File: src/rtl/gps_dsp_pkg.sv
// Shared widths and types for the carrier mixer datapath.
package gps_dsp_pkg;
  localparam int ADC_W       = 8;
  localparam int NCO_ACC_W   = 32;
  localparam int LUT_ADDR_W  = 8;
  localparam int LUT_AMP_W   = 8;
  localparam int MIX_W       = 16;
  localparam int MIX_LATENCY = 3;

  typedef enum logic [1:0] {
    QUAD_0 = 2'd0,
    QUAD_1 = 2'd1,
    QUAD_2 = 2'd2,
    QUAD_3 = 2'd3
  } quadrant_e;
endpackage

File: src/rtl/nco_sincos_lut.sv
// Quarter-wave sine ROM with quadrant fold; registered signed sin/cos, one cycle latency.
module nco_sincos_lut
  import gps_dsp_pkg::*;
(
  input  logic                        clk,
  input  logic                        en,
  input  quadrant_e                   quad,
  input  logic [LUT_ADDR_W-1:0]       addr,
  output logic signed [LUT_AMP_W-1:0] sin_val,
  output logic signed [LUT_AMP_W-1:0] cos_val
);
  localparam int DEPTH = 1 << LUT_ADDR_W;

  // Half-step offset keeps the table symmetric, so cos is the table read backwards.
  function automatic logic [LUT_AMP_W-1:0] quarter_sin(input int k);
    real ang;
    ang = 2.0 * 3.14159265358979 * (real'(k) + 0.5) / real'(4 * DEPTH);
    return LUT_AMP_W'($rtoi(127.0 * $sin(ang) + 0.5));
  endfunction

  logic [LUT_AMP_W-1:0] rom [DEPTH];
  for (genvar k = 0; k < DEPTH; k++) begin : g_rom
    assign rom[k] = quarter_sin(k);
  end

  logic signed [LUT_AMP_W-1:0] lo, hi;
  logic signed [LUT_AMP_W-1:0] sin_next, cos_next;

  always_comb begin
    lo = signed'(rom[addr]);
    hi = signed'(rom[~addr]);
    sin_next = '0;
    cos_next = '0;
    unique case (quad)
      QUAD_0: begin sin_next = lo;  cos_next = hi;  end
      QUAD_1: begin sin_next = hi;  cos_next = -lo; end
      QUAD_2: begin sin_next = -lo; cos_next = -hi; end
      default: begin sin_next = -hi; cos_next = lo; end
    endcase
  end

  always_ff @(posedge clk) begin
    if (en) begin
      sin_val <= sin_next;
      cos_val <= cos_next;
    end
  end
endmodule

File: src/rtl/carrier_mixer_nco.sv
// Carrier NCO with loop-corrected frequency word, mixing IF samples down to I/Q baseband.
module carrier_mixer_nco
  import gps_dsp_pkg::*;
#(
  parameter logic [NCO_ACC_W-1:0] FCW_NOM = 32'h4000_0000
) (
  input  logic                        clk,
  input  logic                        rst,
  input  logic signed [ADC_W-1:0]     adc_in,
  input  logic                        adc_valid,
  input  logic signed [NCO_ACC_W-1:0] correction,
  input  logic                        corr_valid,
  output logic signed [MIX_W-1:0]     out_i,
  output logic signed [MIX_W-1:0]     out_q,
  output logic                        out_valid
);
  logic [NCO_ACC_W-1:0]        acc, fcw;
  logic signed [ADC_W-1:0]     adc_p0, adc_p1;
  quadrant_e                   quad_p0;
  logic [LUT_ADDR_W-1:0]       addr_p0;
  logic signed [LUT_AMP_W-1:0] sin_p1, cos_p1;
  logic                        vld_p0, vld_p1, vld_p2;

  // Full-precision product; |128*127| always fits MIX_W.
  function automatic logic signed [MIX_W-1:0] mix(input logic signed [ADC_W-1:0] a,
                                                   input logic signed [LUT_AMP_W-1:0] b);
    logic signed [MIX_W-1:0] ax, bx;
    ax = MIX_W'(a);
    bx = MIX_W'(b);
    return ax * bx;
  endfunction

  // A sample arriving with a correction still steps by the old fcw.
  always_ff @(posedge clk) begin
    if (rst) begin
      acc <= '0;
      fcw <= FCW_NOM;
    end else begin
      if (corr_valid) fcw <= FCW_NOM + $unsigned(correction);
      if (adc_valid)  acc <= acc + fcw;
    end
  end

  always_ff @(posedge clk) begin
    if (rst) begin
      vld_p0 <= 1'b0;
      vld_p1 <= 1'b0;
      vld_p2 <= 1'b0;
    end else begin
      vld_p0 <= adc_valid;
      vld_p1 <= vld_p0;
      vld_p2 <= vld_p1;
    end
  end

  // S1: capture sample with the phase it sees
  always_ff @(posedge clk) begin
    if (adc_valid) begin
      adc_p0  <= adc_in;
      quad_p0 <= quadrant_e'(acc[NCO_ACC_W-1 -: 2]);
      addr_p0 <= acc[NCO_ACC_W-3 -: LUT_ADDR_W];
    end
  end

  // S2: table read and fold
  nco_sincos_lut u_lut (
    .clk     (clk),
    .en      (vld_p0),
    .quad    (quad_p0),
    .addr    (addr_p0),
    .sin_val (sin_p1),
    .cos_val (cos_p1)
  );

  always_ff @(posedge clk) begin
    if (vld_p0) adc_p1 <= adc_p0;
  end

  // S3: mix; outputs hold between valid samples
  always_ff @(posedge clk) begin
    if (rst) begin
      out_i <= '0;
      out_q <= '0;
    end else if (vld_p1) begin
      out_i <= mix(adc_p1, cos_p1);
      out_q <= -mix(adc_p1, sin_p1);
    end
  end

  assign out_valid = vld_p2;
endmodule

File: config.mk
export PLATFORM = sky130hd
export DESIGN_NAME = carrier_mixer_nco
export DESIGN_NICKNAME = d
export VERILOG_FILES = /design/src/rtl/gps_dsp_pkg.sv /design/src/rtl/nco_sincos_lut.sv /design/src/rtl/carrier_mixer_nco.sv
export SDC_FILE = /design/constraint.sdc
export NUM_CORES = 1
export LEC_CHECK = 0
export BUFFER_PORTS_ARGS = -buffer_cell sky130_fd_sc_hd__clkbuf_2
export CORE_MARGIN = 2
export CORE_UTILIZATION = 65
export CTS_CLUSTER_SIZE = 14
export DETAILED_ROUTE_END_ITERATION = 8
export GPL_TIMING_DRIVEN = 0
export PLACE_DENSITY = 0.84
export SETUP_SLACK_MARGIN = 0.5
export SLEW_MARGIN = 0
export SYNTH_ARGS = -nofsm -noshare
export SYNTH_HDL_FRONTEND = slang
export SYNTH_SLANG_ARGS = --single-unit
File: constraint.sdc
create_clock -name clk -period 7.65 [get_ports clk]
set_input_delay 0.3825 -clock clk [delete_from_list [all_inputs] [get_ports clk]]
set_output_delay 0.3825 -clock clk [all_outputs]
set_load 0.01 [all_outputs]
==> flow_summary.yaml <==
synthesis:
  synthCells: 1693
  ys_top_cells_by_area: "fa_1 14%, dfxtp_1 14%, ha_1 9.9%"
  synth_flop_cell: "dfxtp_1"
  yosysTopAreaCell: "fa_1"
  syn_area_per_cell_um2: 8.67
  synth_edf_count: 42
  seq_area_frac_synth_pct: 22.1
  synth.net_count: 1959
  ys_ff_latch: 141
  synth_warnings: 0
  synth_top_area_share_pct: 14.5
  synth_area_um2: 14700
  synthArstFlopShare_pct: 0
  yosysUniqueCellTypes: 88
setup_path:
  r2r_slack_ns: 1.47
  arrival_ns: 6.47
  start_kind: "flip-flop"
  crit-reg2reg-launch: "adc_p1[7]$_DFFE_PP_"
  critical_path.top_delay_family: "adder cells"
  worstSetupPathType: "reg -> reg"
  cp.depth: 19
  crit_end: "out_q[15]$_SDFFE_PP0P_"
  ff2ff_path_depth: 19
  crit_required_ns: 7.94
  cpMaxStageDelayCell: "edfxtp_1"
  cpPeakStageDelay_ns: 0.58
  worstPathMaxFanout: 10
  r2r_end: "out_q[15]$_SDFFE_PP0P_"
  startpoint: "adc_p1[7]$_DFFE_PP_"
  cp_num_buf_inv: 5
  crit_path_end_kind: "flip-flop"
  path_cells: "clkbuf_1 > nand2_1 > inv_1 > fa_1 > inv_1 > fa_1 > fa_1 > inv_1 > fa_1 > inv_1 > ha_1 > ha_1 > or3_1 > o31ai_1 > o21ai_0 > nand3_1 > nand2_1 > xnor2_1 > o22ai_1"
clocking:
  clk_transition_reported_paths_ns: 0.06
  insertion_delay_ns: 0.44
  ctsResizeCount: 0
  root_buffer: "clkbuf_16"
  htreeDepth: 4
  cts_setup_buffers: 0
  cts_tree: "built"
  cts_sinks: 141
  cts_buffer_depth: 2
  hold_buffers: 0
  numCtsBuffers: 17
timing:
  tightest_slew_ns: 1.15
  maxSlewHeadroom_pct: 23.4
  period_minus_slack_ns: 6.18
  finalHoldViolations: 0
  rsz0062_at_grt: "no"
  whs_ns: 0.115
  slew_violations: 0
  final.setup_skew_ns: 0.0118
  fmaxAchievable_ghz: 0.162
  fin_crit_sh_pct: 80.8
  setup_viol: 0
  fin_tns_setup_ns: 0
power:
  clockPowerShare_pct: 16.5
  p_int_mw: 2.91
  p_per_area_nw_per_um2: 337
  p_seq_share_pct: 17.3
  p_sw_mw: 2.49
  leakage_nw: 7.16
  switching_share_pct: 46.2
  ir_drop_v: 0.000481
  combPwrFrac_pct: 66.1
placement:
  hpwl_um: 35600
  io_buffers: 75
  place_area_um2: 15400
  gp_congestion: 1.05
routing:
  via_per_inst: 6.74
  drt_iter0_drc: 1627
  drc_errors: 0
  ant_nets: 0
  drtPass1Iterations: 7
  wire_per_inst_um: 23.4
  wl_um: 48600
  num_vias: 14022
cells_and_area:
  drive_gt1_share_pct: 10.1
  antenna_cells: 0
  mostFrequentLayoutCell: "inv_1"
  nets: 2053
  design_area_um2: 16000
  area_growth_pct: 9.24
  final_util_pct: 72.8
  most-common-layout-cells: "180 x inv_1, 121 x nor2_1, 116 x nand2_1, 116 x ha_1, 106 x fa_1"
global_routing:
  grt_pass1_wl_um: 76500
  grt_max_degree: 26
  grt_util_met2_pct: 66.3
  gr-usage-met3_pct: 10.1
  overflow: 0
  grt.busiest_layer: "met2"
  antenna_found_initial: 0
  grt_pass1_vias: 14448
  grt_use_total_pct: 41.1
  gr-usage-met1_pct: 49.8
status:
  status: "finished clean"
die:
  die_x_um: 154
  start_util_pct: 66.6
  dieArea_um2: 23800
  fp.dieH_um: 154
  core_um2: 22000
  std_cell_rows: 54
  io_pins: 77
run:
  cap_violations: 0
hold_path:
  hp-class: "in -> reg"
## synth_stat cells (all sizes together) (7+ instances only)
cell type  count
and3          11
a211oi        20
o22ai         17
mux2i         74
a311oi         7
o21a          14
o31ai         10
inv          185
o21bai         8
or3            9
o311ai        10
and2          77
nand2b        41
buf           43
or2            8
nand3         36
xnor2         38
a21o          33
nand2        118
o21ai         59
nor2         121
o211ai        15
a221oi         7
a31oi         17
a2111oi        7
nor2b         26
edfxtp        42
a21oi         81
dfxtp         99
ha           116
fa           106
nand4          7
nor3          31
xor2          16
clkbuf        62
## stage by stage
| stage | power (mW) | instances | setup slack (ns) |
|---|---|---|---|
| floorplan | 3.51 | 1693 | 2.77 |
| global placement | 4.14 | 2048 | 1.81 |
| detailed placement | 4.35 | 2048 | 1.65 |
| CTS | 5.30 | 2080 | 1.60 |
| global route | 5.75 | 2080 | 1.28 |
| finish | 5.40 | 2080 | 1.47 |
## power groups by stage
stage          Sequential [mW]  Combinational (mW)  Clock (mW)
6_report                 0.936                3.57       0.891
5_1_grt                  0.943                3.90       0.912
4_1_cts                  0.932                3.49       0.885
3_5_place_dp             0.946                3.41           0
3_3_place_gp             0.940                3.20           0
2_1_floorplan            0.939                2.57           0
## layout make-up
type                    count  area [um2]
plain buffers             105         482
clock buffers              22         508
clock inverters            10         123
fillers                  1493        5990
inverters                 186         703
multi-input cells        1261       10200
flip-flops and latches    141        3240
well taps                 280         350
repair buffers             75         375
## per-layer routing
metal	up-vias	wire length (um)
met5	-	0
met1	6696	18300
met3	254	4960
met2	996	22300
li1	6076	-
met4	0	3000
## worst register-to-register path: cells and delay by family (launching register included)
kind            cells  cell delay (ns)
xor+xnor            1             0.39
compound gates      3             0.78
simple gates        4             0.72
buf+inv             5             1.06
flops               1             0.58
fa+ha+maj           6             2.50
## logic make-up after synthesis
| logic type | Yosys count | synth area share [%] |
|---|---|---|
| AND/OR/NAND/NOR | 515 | 17.8 |
| AO/OA/AOI/OAI | 386 | 18.4 |
| buffers and inverters | 291 | 8.07 |
| adder cells (fa/ha/maj) | 222 | 24.3 |
| flip-flops | 141 | 22.1 |
| multiplexers | 84 | 6.12 |
| XOR/XNOR | 54 | 3.22 |
## how the worst min path moves through the flow
stage	from	end	slack (ns)	cells past startpoint
6_report	adc_in[7]	adc_p0[7]$_DFFE_PP_	0.11	1
5_1_grt	adc_in[7]	adc_p0[7]$_DFFE_PP_	0.13	1
3_3_place_gp	adc_p0[1]$_DFFE_PP_	adc_p1[1]$_DFFE_PP_	0.40	0
3_5_place_dp	adc_p0[1]$_DFFE_PP_	adc_p1[1]$_DFFE_PP_	0.41	0
2_1_floorplan	adc_p0[0]$_DFFE_PP_	adc_p1[0]$_DFFE_PP_	0.40	0
4_1_cts	adc_in[7]	adc_p0[7]$_DFFE_PP_	0.12	1
## state kept, by name, indices dropped and copies added, names as in the netlist
signal	cells
adc_p1	8
quad_p0	2
out_i	16
out_valid	1
addr_p0	8
u_lut.cos_val	8
vld_p1	1
vld_p0	1
adc_p0	8
out_q	16
fcw	32
u_lut.sin_val	8
acc	32
No activity file was read; power rests on OpenSTA's default activity.
